<file path="config.mk">
export PLATFORM = sky130hd
export DESIGN_NAME = uart_rx_flat
export DESIGN_NICKNAME = d
export VERILOG_FILES = /design/src/rtl/uart_rx_if.sv /design/src/rtl/uart_rx.sv /design/src/flat_wrapper.sv
export SDC_FILE = /design/constraint.sdc
export NUM_CORES = 1
export LEC_CHECK = 0
export CAP_MARGIN = 15
export CORE_ASPECT_RATIO = 1.75
export CORE_MARGIN = 1.5
export CORE_UTILIZATION = 48
export CTS_CLUSTER_DIAMETER = 200
export DETAILED_ROUTE_END_ITERATION = 12
export DONT_BUFFER_PORTS = 1
export HOLD_SLACK_MARGIN = 0.15
export REMOVE_ABC_BUFFERS = 1
export SYNTH_ARGS = -nofsm -noshare
export SYNTH_HDL_FRONTEND = slang
export SYNTH_SLANG_ARGS = --single-unit
</file>
<file path="constraint.sdc">
create_clock -name clk -period 5.93 [get_ports clk]
set_clock_uncertainty 0.1 [all_clocks]
set_input_delay 0.8895 -clock clk [delete_from_list [all_inputs] [get_ports clk]]
set_output_delay 0.8895 -clock clk [all_outputs]
set_load 0.02 [all_outputs]
</file>
<file path="src/rtl/uart_rx_if.sv">
// Host-side bus of the UART receiver: FIFO read port, sticky error flags and interrupt.
// Combinational view of receiver state; the host pops by pulsing rd_en, no backpressure toward rx.
interface uart_rx_if;
    logic       rd_en;
    logic       err_clr;
    logic [7:0] rd_data;
    logic       rx_valid;
    logic       full;
    logic       overrun;
    logic       frame_err;
    logic       irq;

    modport master (
        output rd_en, err_clr,
        input  rd_data, rx_valid, full, overrun, frame_err, irq
    );
    modport slave (
        input  rd_en, err_clr,
        output rd_data, rx_valid, full, overrun, frame_err, irq
    );
endinterface

</file>
<file path="src/rtl/uart_rx.sv">
// 8N1 UART receiver with a first-word fall-through receive FIFO and sticky error flags.
// Byte visible 2+HALF+9*CPB+1 cycles after the rx fall; a full FIFO drops the byte and sets overrun.
module uart_rx #(
    parameter int CLK_FREQ   = 10_000_000,
    parameter int BAUD       = 9600,
    parameter int FIFO_DEPTH = 8
) (
    input  logic     clk,
    input  logic     rst_n,
    input  logic     rx,
    uart_rx_if.slave bus
);
    localparam int CPB  = CLK_FREQ / BAUD;
    localparam int HALF = CPB / 2;
    localparam int CW   = (CPB > 2) ? $clog2(CPB) : 1;
    localparam int PW   = (FIFO_DEPTH > 1) ? $clog2(FIFO_DEPTH) : 1;
    localparam int NW   = (FIFO_DEPTH > 0) ? $clog2(FIFO_DEPTH + 1) : 1;

    localparam logic [CW-1:0] C_HALF_M1 = CW'(HALF - 1);
    localparam logic [CW-1:0] C_CPB_M1  = CW'(CPB - 1);
    localparam logic [PW-1:0] C_LAST    = PW'(FIFO_DEPTH - 1);
    localparam logic [NW-1:0] C_DEPTH   = NW'(FIFO_DEPTH);

    if (FIFO_DEPTH < 1) begin : g_bad_depth
        $error("uart_rx: FIFO_DEPTH must be at least 1");
    end
    if (CPB < 2) begin : g_bad_cpb
        $error("uart_rx: CLK_FREQ/BAUD must be at least 2");
    end

    typedef enum logic [1:0] {IDLE, START, DATA, STOP} state_t;

    logic          r_sync1, r_sync2;
    state_t        r_state;
    logic [CW-1:0] r_cnt;
    logic [2:0]    r_bit;
    logic [7:0]    r_shift;
    logic [7:0]    r_mem [FIFO_DEPTH];
    logic [PW-1:0] r_head, r_tail;
    logic [NW-1:0] r_count;
    logic          r_overrun, r_frame_err;

    logic w_rx_s, w_stop_smp, w_push, w_frame, w_empty, w_full, w_pop, w_wr, w_drop;

    always_ff @(posedge clk or negedge rst_n) begin
        if (!rst_n) begin
            r_sync1 <= 1'b1;
            r_sync2 <= 1'b1;
        end else begin
            r_sync1 <= rx;
            r_sync2 <= r_sync1;
        end
    end
    assign w_rx_s = r_sync2;

    // r_cnt counts down to the next sample point: HALF into the start bit, then one CPB per bit.
    always_ff @(posedge clk or negedge rst_n) begin
        if (!rst_n) begin
            r_state <= IDLE;
            r_cnt   <= '0;
            r_bit   <= '0;
            r_shift <= '0;
        end else begin
            case (r_state)
                IDLE: begin
                    if (!w_rx_s) begin
                        r_state <= START;
                        r_cnt   <= C_HALF_M1;
                    end
                end
                START: begin
                    if (r_cnt != '0) begin
                        r_cnt <= r_cnt - 1'b1;
                    end else if (w_rx_s) begin
                        r_state <= IDLE;
                    end else begin
                        r_state <= DATA;
                        r_cnt   <= C_CPB_M1;
                        r_bit   <= '0;
                    end
                end
                DATA: begin
                    if (r_cnt != '0) begin
                        r_cnt <= r_cnt - 1'b1;
                    end else begin
                        r_shift <= {w_rx_s, r_shift[7:1]};
                        r_cnt   <= C_CPB_M1;
                        if (r_bit == 3'd7) r_state <= STOP;
                        else               r_bit   <= r_bit + 1'b1;
                    end
                end
                STOP: begin
                    if (r_cnt != '0) r_cnt   <= r_cnt - 1'b1;
                    else             r_state <= IDLE;
                end
                default: r_state <= IDLE;
            endcase
        end
    end

    assign w_stop_smp = (r_state == STOP) && (r_cnt == '0);
    assign w_push     = w_stop_smp && w_rx_s;
    assign w_frame    = w_stop_smp && !w_rx_s;
    assign w_empty    = (r_count == '0);
    assign w_full     = (r_count == C_DEPTH);
    assign w_pop      = bus.rd_en && !w_empty;
    // A pop in the push cycle frees the slot, so a full FIFO still accepts the byte.
    assign w_wr       = w_push && (!w_full || w_pop);
    assign w_drop     = w_push && w_full && !w_pop;

    always_ff @(posedge clk) begin
        if (w_wr) r_mem[r_tail] <= r_shift;
    end

    always_ff @(posedge clk or negedge rst_n) begin
        if (!rst_n) begin
            r_head  <= '0;
            r_tail  <= '0;
            r_count <= '0;
        end else begin
            if (w_wr)  r_tail <= (r_tail == C_LAST) ? '0 : r_tail + 1'b1;
            if (w_pop) r_head <= (r_head == C_LAST) ? '0 : r_head + 1'b1;
            if (w_wr && !w_pop)      r_count <= r_count + 1'b1;
            else if (!w_wr && w_pop) r_count <= r_count - 1'b1;
        end
    end

    always_ff @(posedge clk or negedge rst_n) begin
        if (!rst_n) begin
            r_overrun   <= 1'b0;
            r_frame_err <= 1'b0;
        end else begin
            if (w_drop)           r_overrun <= 1'b1;
            else if (bus.err_clr) r_overrun <= 1'b0;
            if (w_frame)          r_frame_err <= 1'b1;
            else if (bus.err_clr) r_frame_err <= 1'b0;
        end
    end

    assign bus.rd_data   = w_empty ? 8'h00 : r_mem[r_head];
    assign bus.rx_valid  = !w_empty;
    assign bus.full      = w_full;
    assign bus.overrun   = r_overrun;
    assign bus.frame_err = r_frame_err;
    assign bus.irq       = !w_empty | r_overrun | r_frame_err;
endmodule
</file>
<file path="src/flat_wrapper.sv">
// flat-port wrapper written by rule: the top's interface ports become plain ports
module uart_rx_flat 
#(
    parameter int CLK_FREQ   = 10_000_000,
    parameter int BAUD       = 9600,
    parameter int FIFO_DEPTH = 8
)
  (clk, rst_n, rx, bus_rd_en, bus_err_clr, bus_rd_data, bus_rx_valid, bus_full, bus_overrun, bus_frame_err, bus_irq);
  uart_rx_if bus_i ();
  input  logic clk;
  input  logic rst_n;
  input  logic rx;
  input wire logic [$bits(bus_i.rd_en)-1:0] bus_rd_en;
  input wire logic [$bits(bus_i.err_clr)-1:0] bus_err_clr;
  output wire logic [$bits(bus_i.rd_data)-1:0] bus_rd_data;
  output wire logic [$bits(bus_i.rx_valid)-1:0] bus_rx_valid;
  output wire logic [$bits(bus_i.full)-1:0] bus_full;
  output wire logic [$bits(bus_i.overrun)-1:0] bus_overrun;
  output wire logic [$bits(bus_i.frame_err)-1:0] bus_frame_err;
  output wire logic [$bits(bus_i.irq)-1:0] bus_irq;
  assign bus_i.rd_en = bus_rd_en;
  assign bus_i.err_clr = bus_err_clr;
  assign bus_rd_data = bus_i.rd_data;
  assign bus_rx_valid = bus_i.rx_valid;
  assign bus_full = bus_i.full;
  assign bus_overrun = bus_i.overrun;
  assign bus_frame_err = bus_i.frame_err;
  assign bus_irq = bus_i.irq;
  uart_rx #(.CLK_FREQ(CLK_FREQ), .BAUD(BAUD), .FIFO_DEPTH(FIFO_DEPTH)) u_core (.clk(clk), .rst_n(rst_n), .rx(rx), .bus(bus_i));
endmodule
</file>
==> impl_results.md, run 1 <==
- PostCTS Resize Cnt: 0
- Largest net degree at the start of global routing: 37
- Cell area after synthesis: ~4700 um^2
- Final Hold Vio Count: 0
- Clk Latency, worst-skew pair: 340 ps
- Number of synthesized flops with an enable pin: 64
- Cell taking the most area after synthesis: edfxtp_1
- Most frequent cell after synthesis: edfxtp_1
- Leak pwr: approximately 0.0021 uW
- Crit path DAT: between 3000 and 4000 ps
- Starting Density: 0.4940
- Clock share of power: 0.429
- # hold bufs at CTS: 1
- Vias in the first global route: approximately 2800
- Clk sinks: 102
- Setup TNS: 0 ps
- Worst vdd ir: between 100 and 150 uV
- Synth Register Bits: 102
- Clock tree from TritonCTS: built
- Cts bufs inserted: 9
- Syn Inst Count: 313
- RSZ-0062 raised after global routing: false
- Pwr dens: 258.6 nW/um^2
- # Post-CTS Setup Buffers: 0
- Async SR Flop Fraction: 0.3725
- Worst-path fanout max: 8
- Post-synthesis sequential area ratio: 0.6148
- Overflow left after global routing: 0
- Outcome: completed
- Diode count: 0
- Library cells used by synthesis: 52
- Core Area: 9468 um^2
- Clk slew on worst S/H paths: roughly 70 ps
- Worst hold slack: 255.4 ps
- Area grow syn2layout: 9.925%
- Seq pwr share: 0.565
- Root buffer cell: clkbuf_16
- Min cycle time layout: 3518 ps
- Drt wl/cell: 20.14 um
- Horiz. Die Dim: 77.62 um
- Share of cells above drive strength 1: 0.2099
- Slew headroom: 0.2942
- First-pass GRT wire length: 14550 um
- Yosys warning total: 0
- CTS Buffer Depth: 2
- DR pass1 iterations: 4
- Worst Path Required: 6090 ps
- Top cells by count, synth: edfxtp_1, dfrtp_1, inv_1, ha_1, mux4_2
- GR Util All Layers: 0.1883
- Combinational power share: 0.006
- Worst Setup Start Kind: flop
- Initial antenna violation count: 0
- Commonest register cell after synthesis: edfxtp_1
- Iter 0 DRT Violations: 253
- Total Wirelength: 8984 um
- CP endpoint kind: flop
- GPL Wtd Cong: 0.7695
- Synth top area share: 0.4109
- Final setup vio count: 0
- Die H: 133.6 um
- Nets: 342
- Fin util: 0.5430
- Ranking of synthesized cells by area: edfxtp_1, dfrtp_1, mux4_2
- Final routed DRC violation total: 0
- Post-route ant nets: 0
- Cell Rows: 47
- F_max: around 0.28 GHz
- Avg Cell Area, Syn: ~15 um^2
- Max Cap Viol: 0
- Max-slew violation count: 0
- Setup Crit Path Kind: flop to flop
- Number of fill cells in the layout: 802
- Fin crit share: 0.5933
- Via density: slightly below 6
- DP HPWL: 6203 um
- Min-Delay Path Class: flop to flop
- Buffers on Ports: 0
- Via Count: 2624
- Boundary Pins: 18
- Internal power: 1076 uW
- Die area: 10370 um^2
- Switching power: 253.4 uW
- Slew @ Worst Pin: 1049 ps
- Htree depth: 3
- Switching part of the total: 0.1906
==> critical path: stages (launching register included) <==
cell	delay (ps)
dfrtp_1	450
or4_1	740
nor3_4	380
nand4_4	200
inv_1	210
ha_1	200
inv_1	90
ha_1	290
a21o_1	200
a21oi_1	190
mux2i_1	260
xnor2_1	140
==> metal layers <==
metal / part of all wire / vias up / track usage
met3: 0.022 / 8 / 0.04589
met2: 0.59 / 31 / 0.3652
met1: 0.37 / 1350 / 0.1882
met4: 0.018 / 0 / 0.06667
met5: 0 / - / 0
li1: - / 1235 / -
==> final cells by class <==
| cell class | instances | area [um^2] | share of cell area |
|---|---|---|---|
| repair buffers | 9 | 80.08 | 0.01558 |
| multi-input cells | 180 | 1678 | 0.3264 |
| flip-flops and latches | 102 | 2875 | 0.5593 |
| inverters | 18 | 67.56 | 0.01314 |
| clock buffers | 9 | 225.2 | 0.04381 |
| well taps | 122 | 152.6 | 0.02969 |
| clock inverters | 6 | 62.56 | 0.01217 |
==> flip-flops by register name (all words and copies together) (netlist names), named ones only <==
name	flops
u_core.r_mem	64
u_core.r_cnt	11
u_core.r_shift	8
u_core.r_count	4
u_core.r_bit	3
u_core.r_head	3
u_core.r_tail	3
u_core.bus.frame_err	1
u_core.bus.overrun	1
u_core.r_state	1
u_core.r_sync1	1
u_core.r_sync2	1
==> through the flow <==
step / power, uW / setup slack [ps] / area, um^2 / std cells
after floorplan: 766.8 / 2826 / 4596 / 300
after global placement: 767.4 / 2580 / 4833 / 430
after detailed placement: 767.4 / 2439 / 4833 / 430
after CTS: 1347 / 2426 / 5141 / 446
after global routing: 1375 / 2207 / 5141 / 446
final: 1329 / 2412 / 5141 / 446
==> worst paths after layout <==
path | from | end | slack [ps] | cells after the start
min in group asynchronous | rst_n | u_core.r_count[2] | 280 | 1
max in group asynchronous | rst_n | u_core.r_cnt[10] | 5250 | 1
worst max register to register | u_core.r_cnt[7] | u_core.r_count[3] | 2410 | 11
worst min-delay path | u_core.r_sync1 | u_core.r_sync2 | 260 | 0
worst min register to register | u_core.r_sync1 | u_core.r_sync2 | 260 | 0
worst max-delay path | u_core.r_cnt[7] | u_core.r_count[3] | 2410 | 11
==> power groups by stage <==
stage,logic (uW),registers (uW),clock network (uW)
4_1_cts,8.20,751,588
2_1_floorplan,1.24,766,0
3_3_place_gp,1.39,766,0
5_1_grt,9.00,751,615
3_5_place_dp,1.41,766,0
6_report,7.62,751,571
==> cells by family (layout without fill, tap and decap cells) <==
family	Yosys count	in the layout	synth area share
buffers and inverters	31	42	0.03183
AO/OA/AOI/OAI	52	52	0.08374
XOR/XNOR	4	4	0.007490
adder cells (fa/ha/maj)	17	17	0.04708
multiplexers	39	39	0.1298
AND/OR/NAND/NOR	68	68	0.08534
flip-flops	102	102	0.6148
==> cells in the final DEF, fill, tap and decap left out, drive strengths merged, types with 3 or more instances in the layout <==
master	Yosys	final
edfxtp	64	64
dfrtp	36	36
inv	18	19
mux4	16	16
ha	16	16
nand2	15	15
nor2	13	13
mux2	13	13
mux2i	10	10
clkbuf	5	9
buf	8	9
o21ai	8	8
nor3	8	8
nand3	7	7
nor4	7	7
a21oi	6	6
o211ai	5	5
o31ai	5	5
nand2b	4	4
a21o	4	4
xnor2	4	4
or4	4	4
a31oi	3	3
a22o	3	3
clkinv	0	3
Power figures use the tool's default switching activity.
==> run 2, diff against run 1 <==
clock period = 3.4 ns   (was 5.93 ns; I/O delays follow)
==> impl_results.md, run 2 (synthesized netlist as in run 1, its figures left out) <==
- Crit-path slowest cell: or4b_2
- Largest net degree at the start of global routing: 39
- Initial antenna violation count: 0
- Cell Rows: 47
- Drt wl/cell: 19.64 um
- Final std cells w/o fill: 456
- Final routed DRC violation total: 0
- Most frequent cells in the layout: edfxtp_1, dfrtp_1, inv_1, mux4_2, ha_1
- Diode count: 0
- Worst Setup Start Kind: flop
- Combinational power share: 0.007
- Outcome: completed
- RSZ-0062 raised after global routing: false
- Max Cap Viol: 0
- Min cycle time layout: ~3200 ps
- Horiz. Die Dim: 77.62 um
- Clk sinks: between 100 and 150
- Post-route ant nets: 0
- Final Hold Vio Count: 0
- Leak pwr: 0.002152 uW
- Switching power: about 440 uW
- Core Area: roughly 9500 um^2
- Critical path cell sequence: or4b_2 > or2_2 > nand4_4 > inv_2 > ha_1 > inv_2 > ha_1 > a21o_1 > a21oi_1 > mux2i_1 > xnor2_1
- Area grow syn2layout: 11.45%
- DP HPWL: roughly 6300 um
- DR pass1 iterations: 4
- F_max: 0.3147 GHz
- Max-slew violation count: 0
- Crit path DAT: 3330 ps
- Clock tree from TritonCTS: built
- Worst-path fanout max: 7
- Boundary Pins: 18
- Root buffer cell: clkbuf_16
- Die H: approximately 130 um
- Share of cells above drive strength 1: 0.2305
- Worst vdd ir: between 300 and 400 uV
- Setup Crit Path Kind: flop to flop
- Via density: 5.825
- Final setup vio count: 0
- Placed Area: 4878 um^2
- Internal power: 1885 uW
- Clk slew on worst S/H paths: 60 ps
- Most common cell after layout, fill and taps aside: edfxtp_1
- Overflow left after global routing: 0
- Slew headroom: 0.3912
- Min-Delay Path Class: primary input to flop
- Fin crit share: 0.9346
- Cts bufs inserted: 9
- CP endpoint kind: flop
- Worst Path Required: 3550 ps
- CTS Buffer Depth: 2
- Clock share of power: 0.430
- Tot Pwr: 2324 uW
- Largest register FFs: 64
- Design area: 5213 um^2
- Die area: about 10000 um^2
- Iter 0 DRT Violations: around 160
- Starting Density: 0.4940
- Fin util: 0.5505
- Switching part of the total: 0.1890
- Vias in the first global route: about 2700
- Largest Register: u_core.r_mem
- GR Util All Layers: 0.1898
- Via Count: 2656
- First-pass GRT wire length: 14630 um
- Clk Latency, worst-skew pair: around 330 ps
- GPL Wtd Cong: 0.7989
- Pwr dens: 445.9 nW/um^2
- Dpl cells: between 400 and 500
- Top flop regs: u_core.r_mem: 64 flops, u_core.r_cnt: 11 flops, u_core.r_shift: 8 flops
- Slew @ Worst Pin: 904.8 ps
- Setup TNS: 0 ps
- Seq pwr share: 0.564
- Total Wirelength: 8956 um
- Htree depth: 3
- Buffers on Ports: 0
- CP max stage delay: 690 ps
- Nets: between 300 and 400
## run 2: cell count changes in the layout (fill, tap and decap cells not counted), sizes merged
cell,change
buf,+6
clkbuf,+4
clkinvlp,-1
dlygate4sd3,+2
inv,-1
## run 2: per-layer routing
| layer | vias to the layer above | routed length [um] | global-route usage |
|---|---|---|---|
| li1 | 1248 | - | - |
| met1 | 1362 | 3419 | 0.2034 |
| met2 | 37 | 5126 | 0.3594 |
| met3 | 9 | 195 | 0.02808 |
| met4 | 0 | 214 | 0.08283 |
| met5 | - | 0 | 0 |
## run 2: layout make-up
type	count	area [um^2]
Fill cell	795	4255
Sequential cell	102	2877
Multi-Input combinational cell	180	1678
Clock buffer	12	236.5
Tap cell	122	152.6
Timing Repair Buffer	18	150.1
Inverter	18	67.56
Clock inverter	4	51.30
## run 2: path summary, 6_finish.rpt
check / from / to / slack, ps / depth (start not counted)
setup / recovery: u_core.r_count[1] / u_core.r_count[3] / 220 / 11
hold / removal: bus_err_clr / u_core.bus.overrun / 170 / 1
setup reg to reg: u_core.r_count[1] / u_core.r_count[3] / 220 / 11
hold reg to reg: u_core.r_sync1 / u_core.r_sync2 / 260 / 0
max in group asynchronous: rst_n / u_core.r_sync1 / 2410 / 2
min in group asynchronous: rst_n / u_core.r_head[2] / 520 / 2
## run 2: worst max-delay path: cells and delay by family (launching register included)
kind / cells / cell delay (ps)
AND/OR/NAND/NOR: 3 / 1180
adder cells (fa/ha/maj): 2 / 460
flip-flops: 1 / 440
AO/OA/AOI/OAI: 2 / 360
multiplexers: 1 / 230
buffers and inverters: 2 / 180
XOR/XNOR: 1 / 140
## run 2: stage by stage
step	worst slack [ps]	hold WS, ps
2_1_floorplan	296.1	114.4
3_3_place_gp	196.0	115.8
3_5_place_dp	117.6	115.8
4_1_cts	89.53	162.0
5_1_grt	33.22	162.4
6_report	222.4	169.1
## run 2: power groups by stage
stage | sequential (uW) | clock, uW | combinational (uW)
CTS | 1310 | 1010 | 16.6
global route | 1310 | 1070 | 18.1
finish | 1310 | 998 | 15.6
global placement | 1340 | 0 | 2.39
detailed placement | 1340 | 0 | 2.45
floorplan | 1340 | 0 | 2.15
## run 2: repair_timing
item,in CTS,in global routing
hold endpoints to repair,39,0
hold buffers,3,0
resized for setup,0,3
setup endpoints to repair,0,1
setup buffers,0,0
==> run 3, diff against run 2 <==
CORE_MARGIN = not set   (was 1.5)
PLACE_DENSITY_LB_ADDON = 0.1   (was not set)
==> impl_results.md, run 3 (synthesized netlist as in run 1, its figures left out) <==
- Outcome: completed
- Worst Hold End: u_core.bus.overrun
- RSZ-0062 raised after global routing: false
- Final Hold Vio Count: 0
- Total Wirelength: around 9400 um
- Flop2flop setup slack: approximately 210 ps
- # Post-CTS Setup Buffers: 0
- Most frequent cells in the layout: edfxtp_1, dfrtp_1, inv_1
- First-pass GRT wire length: 14800 um
- Reg-to-reg endpoint: u_core.r_count[3]
- Seq pwr share: 0.563
- Switching power: 450.2 uW
- Crit-path slowest cell: or4b_2
- Slew headroom: 0.3611
- Reg2reg start: u_core.r_count[1]
- Core Area: 9468 um^2
- Setup TNS: 0 ps
- Worst Setup Start Kind: flop
- Largest register FFs: 64
- Pwr dens: 445.9 nW/um^2
- DR pass1 iterations: 4
- Crit path DAT: 3360 ps
- Setup Crit Path Kind: flop to flop
- Min cycle time layout: 3194 ps
- F_max: 0.3131 GHz
- Boundary Pins: 18
- Share of cells above drive strength 1: 0.2275
- Sequential cell area: 2875 um^2
- Vias in the first global route: 2813
- Post-place setup slack: 220.5 ps
- Nets: about 350
- Via Count: 2666
- Drt wl/cell: about 21 um
- Max-slew violation count: 0
- CP endpoint kind: flop
- Horiz. Die Dim: about 77 um
- Critical path cell sequence: or4b_2 > or2_2 > nand4_4 > inv_1 > ha_1 > inv_1 > ha_1 > a21o_1 > a21oi_1 > mux2i_1 > xnor2_1
- Post-route ant nets: 0
- Internal power: 1878 uW
- Clk sinks: roughly 100
- Switching part of the total: 0.1933
- Worst vdd ir: 242.6 uV
- Min-Delay Path Depth: 1
- Largest Register: u_core.r_mem
- Area grow syn2layout: 11.64%
- CP max stage delay: 700 ps
- Overflow left after global routing: 0
- Cts bufs inserted: 9
- Buffers on Ports: 0
- Leak pwr: 0.002162 uW
- Combinational power share: 0.007
- Slew @ Worst Pin: approximately 950 ps
- Diode count: 0
- Starting Density: 0.4940
- Htree depth: 3
- DP HPWL: 6429 um
- Number of fill cells in the layout: 780
- Clock tree from TritonCTS: built
- Via density: roughly 5.8
- Min-Delay Path Class: primary input to flop
- Final routed DRC violation total: 0
- Multi-input logic area: 1678 um^2
- Worst Path Required: 3560 ps
- Cell depth of the worst flop-to-flop path: 11
- Die H: 132.6 um
- Final setup vio count: 0
- Die area: 10160 um^2
- Largest net degree at the start of global routing: 39
- Fin crit share: 0.9393
- Setup WS post-layout: around 210 ps
- GPL Wtd Cong: 0.8299
- Iter 0 DRT Violations: 136
- Clk slew on worst S/H paths: 70 ps
- Initial antenna violation count: 0
- Top flop regs: u_core.r_mem: 64 flops, u_core.r_cnt: 11 flops, u_core.r_shift: 8 flops
- Cell Rows: 47
- Clock share of power: 0.430
- CTS Buffer Depth: 2
- GR Util All Layers: 0.2005
- Most common cell after layout, fill and taps aside: edfxtp_1
- Clk Latency, worst-skew pair: 340 ps
- Root buffer cell: clkbuf_16
- Hold_sp: bus_err_clr
- Worst-path fanout max: 7
- PostCTS Resize Cnt: 0
- Max Cap Viol: 0
## run 3: worst max path at each step
stage,startpoint,end,slack [ps],depth (start not counted)
after floorplan,u_core.r_cnt[7],u_core.r_count[3],300,11
after global placement,u_core.r_count[1],u_core.r_count[3],270,11
after detailed placement,u_core.r_count[1],u_core.r_count[3],220,11
after CTS,u_core.r_count[1],u_core.r_count[3],190,11
after global routing,u_core.r_cnt[7],u_core.r_count[3],40,11
final,u_core.r_count[1],u_core.r_count[3],210,11
## run 3: power by group through the flow
stage / combinational [uW] / clock [uW] / sequential, uW
2_1_floorplan: 2.15 / 0 / 1340
3_3_place_gp: 2.50 / 0 / 1340
3_5_place_dp: 2.54 / 0 / 1340
4_1_cts: 17.2 / 1030 / 1310
5_1_grt: 19.0 / 1080 / 1310
6_report: 16.3 / 1000 / 1310
## run 3: critical path: cells and delay by family, from the launching register on
family / cells / cell delay [ps]
AO/OA/AOI/OAI: 2 / 350
AND/OR/NAND/NOR: 3 / 1200
flip-flops: 1 / 430
adder cells (fa/ha/maj): 2 / 470
buffers and inverters: 2 / 200
XOR/XNOR: 1 / 130
multiplexers: 1 / 230
## run 3: area by class of cell
type	count	share of cell area
clock buffers	9	0.04313
repair buffers	19	0.03067
well taps	122	0.02924
clock inverters	6	0.01198
multi-input cells	180	0.3214
inverters	18	0.01294
flip-flops and latches	102	0.5507
## run 3: what timing repair did
action / CTS / global route
hold buffers: 3 / 0
endpoints found under the setup margin: 0 / 0
hold endpoints to repair: 39 / 0
## run 3: through the flow
stage,power (uW),util,hold WS (ps),cell area [um^2],instances
6_report,2328,0.5515,166.4,5221,456
5_1_grt,2409,0.5515,158.8,5221,456
4_1_cts,2361,0.5515,159.2,5221,456
3_5_place_dp,1339,0.5168,115.7,4893,438
3_3_place_gp,1339,0.5168,115.9,4893,438
2_1_floorplan,1337,-,114.4,4596,300
## run 3: metal layers
metal	track usage	wire (um)
met4	0.09829	352
met5	0	0
met3	0.04552	268
met1	0.2061	3551
met2	0.3749	5232
